<file path="src/rtl/rx_link_pkg.sv">
// rx_link_pkg: state codes and default timing for the receiver lane bring-up.
// Shared by rx_link_ctrl, rx_link_timer and the benches.
package rx_link_pkg;

    typedef enum logic [2:0] {
        ST_IDLE      = 3'd0,
        ST_RST       = 3'd1,
        ST_WAIT_SYNC = 3'd2,
        ST_CHECK     = 3'd3,
        ST_LOCKED    = 3'd4,
        ST_LOST      = 3'd5,
        ST_FAILED    = 3'd6
    } link_state_e;

    localparam int RST_CYCLES_DEF       = 4;
    localparam int WAIT_SYNC_CYCLES_DEF = 1024;
    localparam int CHECK_CYCLES_DEF     = 4096;
    localparam int ERR_THRESHOLD_DEF    = 4;
    localparam int MAX_RETRIES_DEF      = 15;

    localparam logic [7:0] IDLE_KCODE = 8'h3C;

    function automatic int max3(input int a, input int b, input int c);
        int m;
        m = (a > b) ? a : b;
        return (m > c) ? m : c;
    endfunction

endpackage

</file>
<file path="src/rtl/rx_link_timer.sv">
// rx_link_timer: loadable down-counter; tc is high while the count sits at 0.
// One instance serves every timed state of the lane bring-up FSM.
module rx_link_timer
    import rx_link_pkg::*;
#(
    parameter int W = 12
) (
    input  logic         WCLK,
    input  logic         RESET,
    input  logic         load,
    input  logic [W-1:0] load_val,
    output logic [W-1:0] count,
    output logic         tc
);

    always_ff @(posedge WCLK) begin
        if (RESET) begin
            count <= '0;
        end else if (load) begin
            count <= load_val;
        end else if (count != '0) begin
            count <= count - W'(1);
        end
    end

    assign tc = (count == '0);

endmodule

</file>
<file path="src/rtl/rx_link_ctrl.sv">
// rx_link_ctrl: reset/sync/qualify/lock sequencer for one receiver lane.
// Optional RX_LINK_STATS_EN adds the lost-lock counter and keeps retry_cnt on lock.
module rx_link_ctrl
    import rx_link_pkg::*;
#(
    parameter int RST_CYCLES       = RST_CYCLES_DEF,
    parameter int WAIT_SYNC_CYCLES = WAIT_SYNC_CYCLES_DEF,
    parameter int CHECK_CYCLES     = CHECK_CYCLES_DEF,
    parameter int ERR_THRESHOLD    = ERR_THRESHOLD_DEF,
    parameter int MAX_RETRIES      = MAX_RETRIES_DEF
) (
    input  logic       WCLK,
    input  logic       RESET,
    input  logic       ctrl_en,
    input  logic       start,
    input  logic       auto_relock,
    input  logic       no_8b10b_mode,
    input  logic       rec_sync_ready,
    input  logic [7:0] decoder_err_cnt,
    output logic       rx_reset,
    output logic       enable_rx,
    output logic       locked,
    output logic       failed,
    output logic [3:0] retry_cnt,
    output logic [2:0] state,
    output logic [7:0] lost_lock_cnt
);

    localparam int TW =
        $clog2(max3(RST_CYCLES, WAIT_SYNC_CYCLES, CHECK_CYCLES));

    link_state_e state_q, state_next;
    logic [TW-1:0] tload, tcount;
    logic          tc, load;
    logic          fail_att, restart;
    logic          first_chk;
    logic [7:0]    baseline_q, base_eff, delta;
    logic [3:0]    retry_q;

    rx_link_timer #(.W(TW)) u_timer (
        .WCLK     (WCLK),
        .RESET    (RESET),
        .load     (load),
        .load_val (tload),
        .count    (tcount),
        .tc       (tc)
    );

    // The baseline register is only written at the end of the first CHECK
    // cycle, so that cycle compares against the live count instead.
    assign first_chk = (state_q == ST_CHECK) &&
                       (tcount == TW'(CHECK_CYCLES - 1));
    assign base_eff  = first_chk ? decoder_err_cnt : baseline_q;
    assign delta     = decoder_err_cnt - base_eff;

    always_comb begin
        state_next = state_q;
        fail_att   = 1'b0;
        restart    = 1'b0;
        if (!ctrl_en) begin
            state_next = ST_IDLE;
        end else if (start) begin
            state_next = ST_RST;
            restart    = 1'b1;
        end else begin
            unique case (state_q)
                ST_RST: begin
                    if (tc)
                        state_next = no_8b10b_mode ? ST_LOCKED : ST_WAIT_SYNC;
                end
                ST_WAIT_SYNC: begin
                    if (rec_sync_ready) state_next = ST_CHECK;
                    else if (tc)        fail_att   = 1'b1;
                end
                ST_CHECK: begin
                    if (!rec_sync_ready) begin
                        fail_att = 1'b1;
                    end else if (tc) begin
                        if (delta > 8'(ERR_THRESHOLD) ||
                            decoder_err_cnt == 8'hFF)
                            fail_att = 1'b1;
                        else
                            state_next = ST_LOCKED;
                    end
                end
                ST_LOCKED: begin
                    if (!rec_sync_ready && !no_8b10b_mode)
                        state_next = ST_LOST;
                end
                ST_LOST: state_next = auto_relock ? ST_RST : ST_IDLE;
                default: state_next = state_q;
            endcase
            if (fail_att)
                state_next = (retry_q == 4'(MAX_RETRIES)) ? ST_FAILED : ST_RST;
        end
    end

    assign load = (state_next != state_q) || restart;

    always_comb begin
        tload = '0;
        unique case (state_next)
            ST_RST:       tload = TW'(RST_CYCLES - 1);
            ST_WAIT_SYNC: tload = TW'(WAIT_SYNC_CYCLES - 1);
            ST_CHECK:     tload = TW'(CHECK_CYCLES - 1);
            default:      tload = '0;
        endcase
    end

    always_ff @(posedge WCLK) begin
        if (RESET) begin
            state_q    <= ST_IDLE;
            rx_reset   <= 1'b0;
            enable_rx  <= 1'b0;
            locked     <= 1'b0;
            failed     <= 1'b0;
            retry_q    <= '0;
            baseline_q <= '0;
        end else begin
            state_q   <= state_next;
            rx_reset  <= (state_next == ST_RST);
            enable_rx <= (state_next == ST_CHECK) || (state_next == ST_LOCKED);
            locked    <= (state_next == ST_LOCKED);
            failed    <= (state_next == ST_FAILED);
            if (first_chk)
                baseline_q <= decoder_err_cnt;
            if (restart || (state_q == ST_LOST && state_next == ST_RST))
                retry_q <= '0;
            else if (fail_att && state_next == ST_RST)
                retry_q <= retry_q + 4'd1;
`ifndef RX_LINK_STATS_EN
            else if (state_next == ST_LOCKED && state_q != ST_LOCKED)
                retry_q <= '0;
`endif
        end
    end

`ifdef RX_LINK_STATS_EN
    logic [7:0] lost_q;

    always_ff @(posedge WCLK) begin
        if (RESET)
            lost_q <= '0;
        else if (state_next == ST_LOST && lost_q != 8'hFF)
            lost_q <= lost_q + 8'd1;
    end

    assign lost_lock_cnt = lost_q;
`else
    assign lost_lock_cnt = '0;
`endif

    assign retry_cnt = retry_q;
    assign state     = state_q;

endmodule

</file>
<file path="config.mk">
export PLATFORM = sky130hd
export DESIGN_NAME = rx_link_ctrl
export DESIGN_NICKNAME = d
export VERILOG_FILES = /design/src/rtl/rx_link_pkg.sv /design/src/rtl/rx_link_timer.sv /design/src/rtl/rx_link_ctrl.sv
export SDC_FILE = /design/constraint.sdc
export NUM_CORES = 1
export LEC_CHECK = 0
export ABC_AREA = 1
export CAP_MARGIN = 5
export CORE_MARGIN = 3
export CORE_UTILIZATION = 30
export CTS_CLUSTER_SIZE = 24
export DETAILED_ROUTE_END_ITERATION = 8
export PLACE_DENSITY_LB_ADDON = 0.15
export SETUP_SLACK_MARGIN = 0.4
export SLEW_MARGIN = 20
export SYNTH_ARGS = -nofsm -noshare
export SYNTH_HDL_FRONTEND = slang
export SYNTH_SLANG_ARGS = --single-unit
</file>
<file path="constraint.sdc">
create_clock -name WCLK -period 3.6 [get_ports WCLK]
set_clock_uncertainty 0.05 [all_clocks]
set_input_delay 0.72 -clock WCLK [delete_from_list [all_inputs] [get_ports WCLK]]
set_output_delay 0.72 -clock WCLK [all_outputs]
set_load 0.02 [all_outputs]
</file>
Word level (Yosys, flattened, before mapping):

Index checks and enable logic that the tools add are counted.

* register bits after elaboration: 31
* input port bits: 15

* reduce and logical (&&, ||, !) cells: 16
* $add $sub $neg: 3
* order comparisons: 1
* eq/ne operators: 15
* muxes and demuxes: 31

Operators by type and width (count)
* $pmux W12 S3: 1
* $mux W3: 11
* $mux W12: 2
* $pmux W3 S5: 1
* $eq A12 B12 Y1 const B: 1
* $eq A3 B2 Y1 const B: 4
* $eq A3 B3 Y1 const B: 4
* $logic_not A12 Y1: 1
* $mux W1: 12
* $reduce_bool A12 Y1: 1
* $sub A12 B1 Y12 const B: 1
* $eq A8 B8 Y1 const B: 1
* $gt A8 B3 Y1 const B: 1
* $mux W4: 2
* $mux W8: 1
* $sub A8 B8 Y8: 1
* $eq A3 B1 Y1 const B: 2
* $logic_and A1 B1 Y1: 5
* $add A4 B1 Y4 const B: 1
* $eq A4 B4 Y1 const B: 1
* $logic_or A1 B1 Y1: 4
* $reduce_bool A2 Y1: 2
* $ne A3 B3 Y1: 1
* $ne A3 B3 Y1 const B: 1
* 3 further kinds: 4

Depth between registers and ports, before layout:

* word-level depth: 19
* mapped depth: 35
* depth with buffers taken out: 33

Hierarchy:

From an unflattened synthesis, not the netlist that was laid out.

* cells, all modules: 421
* area, all modules: 2621.3 µm²

Modules (own cells, without submodules)
* rx_link_ctrl: sequential area each 380.4 µm², times used 1, cells each 281, area an instance 1761.7 µm²
* rx_link_timer: sequential area each 240.2 µm², times used 1, cells each 140, area an instance 859.6 µm²

Worst setup path after synthesis:

Ideal clock, no wire load.

* path type: register to register
* start point: reg state_q[0] (netlist: state[0])
* end point: reg u_timer.count[2]
* arrival time: 3.655 ns
* path buffers: 2
* cell stages (with the launch flop): 34
* slack: -0.232 ns
* cells stage by stage: dfxtp_1 -> buf_4 -> nand3_2 -> nor2_2 -> nand3_4 -> buf_6 -> inv_4 -> nor2_1 -> a21oi_1 -> ha_1 -> inv_1 -> fa_1 -> nand3_1 -> nand2_1 -> nand2_1 -> nand2_1 -> nand2_1 -> nand2_1 -> nor2_1 -> nand3_1 -> nand2_1 -> nand2_2 -> nand2_2 -> nand2_4 -> nand2_4 -> nand3_2 -> nand2_1 -> nand2_1 -> nor2_4 -> nand3_2 -> nand2_2 -> nand2_1 -> nand2_1 -> nor2_1

* longest elaborated chain between the ends: 18

Ends and longest elaborated chain
* from (decl): line rx_link_ctrl.sv:32 `link_state_e state_q, state_next;`
* from (signal assigned): line rx_link_ctrl.sv:120 `state_q <= state_next;`
* $eq A3 B2 Y1 *: line rx_link_ctrl.sv:51 `assign first_chk = (state_q == ST_CHECK) &&`
* $logic_and A1 B1 Y1 *: line rx_link_ctrl.sv:51
* $mux W8 *
* via base_eff[0]: line rx_link_ctrl.sv:37 `logic [7:0] baseline_q, base_eff, delta;`
* $sub A8 B8 Y8 *: line rx_link_ctrl.sv:54 `assign delta = decoder_err_cnt - base_eff;`
* $gt A8 B3 Y1 *: line rx_link_ctrl.sv:79 `if (delta > 8'(ERR_THRESHOLD) ||`
* $logic_or A1 B1 Y1 *: line rx_link_ctrl.sv:79
* $mux W1: line rx_link_ctrl.sv:79
* [3 not listed]
* $mux W1: line rx_link_ctrl.sv:62 `end else if (start) begin`
* $mux W1: line rx_link_ctrl.sv:60 `if (!ctrl_en) begin`
* $mux W3 *: line rx_link_ctrl.sv:93 `if (fail_att)`
* $mux W3 *: line rx_link_ctrl.sv:62
* $mux W3 *: line rx_link_ctrl.sv:60
* $eq A3 B2 Y1 (tied with other cells): line rx_link_ctrl.sv:102 `unique case (state_next)`
* $pmux W12 S3 or $logic_or A1 B1 Y1 (tied branches): line rx_link_ctrl.sv:102, rx_link_ctrl.sv:98
* $mux W12 or $reduce_bool A2 Y1 (tied branches)
* to (signal assigned): line rx_link_timer.sv:20 `count <= load_val;`
* to (signal assigned): line rx_link_timer.sv:22 `count <= count - W'(1);`
* to (decl): line rx_link_timer.sv:12 `output logic [W-1:0] count,`

The timed path passes the listed nets; every way through them passes the cells marked *. The select of a mux whose other input is x is not followed.
A chain may end at the register's enable or synchronous reset.

Worst setup path after layout:

* start point: in decoder_err_cnt[0]
* end point: reg u_timer.count[7]

* longest elaborated chain between the ends: 16

Ends and longest elaborated chain
* from (decl): line rx_link_ctrl.sv:19 `input logic [7:0] decoder_err_cnt,`
* $mux W8 *
* via base_eff[0]: line rx_link_ctrl.sv:37
* $sub A8 B8 Y8 *: line rx_link_ctrl.sv:54
* $gt A8 B3 Y1 *: line rx_link_ctrl.sv:79
* $logic_or A1 B1 Y1 *: line rx_link_ctrl.sv:79
* $mux W1: line rx_link_ctrl.sv:79
* $mux W1: line rx_link_ctrl.sv:78 `end else if (tc) begin`
* $mux W1: line rx_link_ctrl.sv:76 `if (!rec_sync_ready) begin`
* $pmux W1 S2: line rx_link_ctrl.sv:66 `unique case (state_q)`
* $mux W1: line rx_link_ctrl.sv:62
* $mux W1: line rx_link_ctrl.sv:60
* $mux W3 *: line rx_link_ctrl.sv:93
* $mux W3 *: line rx_link_ctrl.sv:62
* $mux W3 *: line rx_link_ctrl.sv:60
* $eq A3 B2 Y1 (tied with other cells): line rx_link_ctrl.sv:102
* $pmux W12 S3 or $logic_or A1 B1 Y1 (tied branches): line rx_link_ctrl.sv:102, rx_link_ctrl.sv:98
* $mux W12 or $reduce_bool A2 Y1 (tied branches)

Marks and branches as above.

==> impl_metrics.ini <==
[yosys]
synth_edf_count = 0
syn_inst = 398
yosys.area_share.simple_pct = 49.2
synth-xor-area-share_pct = 2.76
synth-compound-area-share_pct = 7.06
synth_top_family_by_area = simple AND/OR/NAND/NOR gates
synth.avg_cell_area_um2 = 6.37
synth_warnings = 0
synth_top_flop_cell = dfxtp_1
synth-adder-area-share_pct = 4.24
yosys.cell_types.count = 40
synth_area_um2 = 2530
synth_mux_area_share_pct = 0
postSynth.asyncResetShare_pct = 0
ys_seq_elements = 31
synth-seq-area-share_pct = 24.5

[cells_and_area]
final_nets = 508
final_layout_size_suffix_gt1_share_pct = 29.8
n_antenna_cell = 0
area_delta_synth_final_pct = 45.0
fin_util_pct = 46.1

[sta]
setup_viol = 14
hold_violations = 0
drv_slew = 0
worstMarginPinSlew_ps = 606
max_clock_freq_ghz = 0.266
tns_ps = -1830
finalCriticalPeriod_ps = 3760
timing.final.crit_share_pct = 104
maxSlewHeadroom_pct = 59.5
rsz0062_at_grt = yes
fin_ws_ps = -161

[clock_tree]
hold_buffers = 0
numCtsBuffers = 5
tritoncts = done
clock_sinks = 31
clockBufferDepth = 2
h-tree-depth = 2
clk_pin_slew_ps = 80
root_buffer = clkbuf_8
insertion_delay_ps = 290

[detailed_routing]
wirelength_mm = 7.07
vias_per_cell = 4.64
firstDrtPassIters = 4
wl_per_cell_um = 12.0
drc = 0
ant_nets = 0
vias = 2731
drt_iter0_markers = 85

[place]
gp_congestion = 0.885
dp.final_hpwl_mm = 5.50
io_buffers = 25
pre_cts_slack_ps = -495

[floorplan]
die_y_um = 97.9
start_util_pct = 31.8
rows = 32
die_w_um = 97.9
dieArea_um2 = 9590
core_um2 = 7970
ios = 34

[worst_setup_path]
worstReg2RegStart = u_timer.count[1]
worstPathRequired_ps = 3740
startpoint = decoder_err_cnt[0]
cp-end-kind = flip-flop
critical_path_class = in -> reg
arrival_ps = 3900
start_kind = primary input
worst-path-max-fanout = 8

[worst_hold_path]
hold_start = baseline_q[4]
min_path_type = reg -> reg

[grt]
grt_pass1_wl_mm = 11.7
grt_busiest_layer = met2
use_met3_pct = 3.14
grt_max_degree = 14
grt_overflow = 0
use_met1_pct = 19.8
antenna_found_initial = 0
met2_usage_pct = 23.8
grt_util_all_layers_pct = 14.8
grt_pass1_vias = 2565

[status]
status = complete, but fails checks
violations = setup timing

[pwr]
cell_internal_pwr_mw = 1.09
p_leak_nw = 1.72
switchingPower_mw = 0.821
seqPwrFrac_pct = 23.0
power_density_nw_per_um2 = 521
p_sw_share_pct = 42.9
ir_drop_mv = 0.279
p_comb_share_pct = 57.7
pwr-share-clk_pct = 19.3

[run]
maxCapViolations = 0
worst paths after layout:
check / to / slack (ps) / cells past startpoint
worst max register to register: u_timer.count[7] / -120 / 32
worst max-delay path: u_timer.count[7] / -160 / 28
worst min register to register: baseline_q[4] / 440 / 2
worst min-delay path: baseline_q[4] / 440 / 2
synthesized netlist by cell type (2+ instances only):
cell type  instances  share of area, %
a21oi_1           13               2.6
buf_4             10               3.0
buf_6              2              0.89
clkbuf_1           2              0.30
dfxtp_1           31                24
ha_1               7               3.5
inv_1             49               7.3
inv_2              3              0.44
nand2_1           95                14
nand2_2            6               1.5
nand2_4            3               1.3
nand3_1           45               8.9
nand3_2            9               3.6
nand3_4            3               2.1
nand3b_1           6               1.8
nand4_1            9               2.2
nor2_1            55               8.1
nor2_2             3              0.74
nor2_4             3               1.3
nor3_1             7               1.4
nor4_1             6               1.5
o21ai_0            5              0.99
o21ai_1            2              0.39
o21bai_1           2              0.59
xnor2_1            3               1.0
xor2_1             5               1.7
power by group through the flow:
stage	clock [mW]	sequential, mW	combinational, mW
after floorplan	0	0.464	0.672
after global placement	0	0.442	1.02
after detailed placement	0	0.443	1.02
after CTS	0.383	0.441	1.05
after global routing	0.396	0.448	1.24
final	0.370	0.440	1.10
metrics by stage:
stage | cell area [µm²] | instances | hold slack, ps | power, mW
after global routing | 3680 | 588 | 458 | 2.08
after global placement | 3340 | 573 | 415 | 1.47
final | 3680 | 588 | 440 | 1.91
after CTS | 3560 | 585 | 437 | 1.88
after floorplan | 2650 | 405 | 402 | 1.14
after detailed placement | 3340 | 573 | 425 | 1.46
critical path, cell delays in order:
cell,delay [ps]
clkdlybuf4s50_1,450
inv_1,80
a21oi_2,130
ha_2,180
inv_2,40
fa_2,520
inv_2,30
nand2_2,50
nand3_2,70
nand2_1,60
nor2_1,40
nand2_1,70
nor2_2,40
nand3_1,60
nand2_1,60
nand2_2,80
nand2_4,60
nand2_4,90
nand2_8,80
buf_6,130
nand4_1,90
nand2_2,70
nor2_4,230
nand3_4,150
nand2_8,130
nand2_2,60
nand2_1,50
nor2_1,50
registers in the layout (all words and copies together) (netlist names):
register,count
baseline_q,8
enable_rx,1
failed,1
locked,1
retry_cnt,4
rx_reset,1
state,3
u_timer.count,12
layout by cell type, fill, tap and decap left out, types with 11 or more instances in the layout:
| cell type | synthesis | final |
|---|---|---|
| clkdlybuf4s50_1 | 0 | 24 |
| nand3_2 | 9 | 11 |
| buf_4 | 10 | 58 |
| a21oi_1 | 13 | 12 |
| inv_1 | 49 | 46 |
| nand2_1 | 95 | 79 |
| nand3_1 | 45 | 37 |
| dfxtp_1 | 31 | 26 |
| nor2_1 | 55 | 49 |
| nand2_2 | 6 | 18 |
layout make-up:
type	instances	area [µm²]
Tap cell	102	128
Inverter	53	206
Sequential cell	31	629
Fill cell	823	4290
Clock inverter	2	35.0
Clock buffer	6	82.6
Multi-Input combinational cell	307	1850
Timing Repair Buffer	87	742
cell families after synthesis:
family          Yosys count
simple gates            253
xor+xnor                  8
compound gates           30
other cells               1
buf+inv                  67
flops                    31
fa+ha+maj                 8
what timing repair did:
item / in CTS / in global routing
buffers inserted: 4 / 2
setup endpoints to repair: 22 / 23
gates cloned: 0 / 1
pin swaps: 15 / 13
resized for setup: 19 / 24
layer usage:
metal / part of all wire, % / vias to the layer above
li1: - / 1441
met5: 0 / -
met4: 1.5 / 0
met3: 3.2 / 10
met1: 48 / 1239
met2: 48 / 41
No activity file was read; power rests on OpenSTA's default activity.
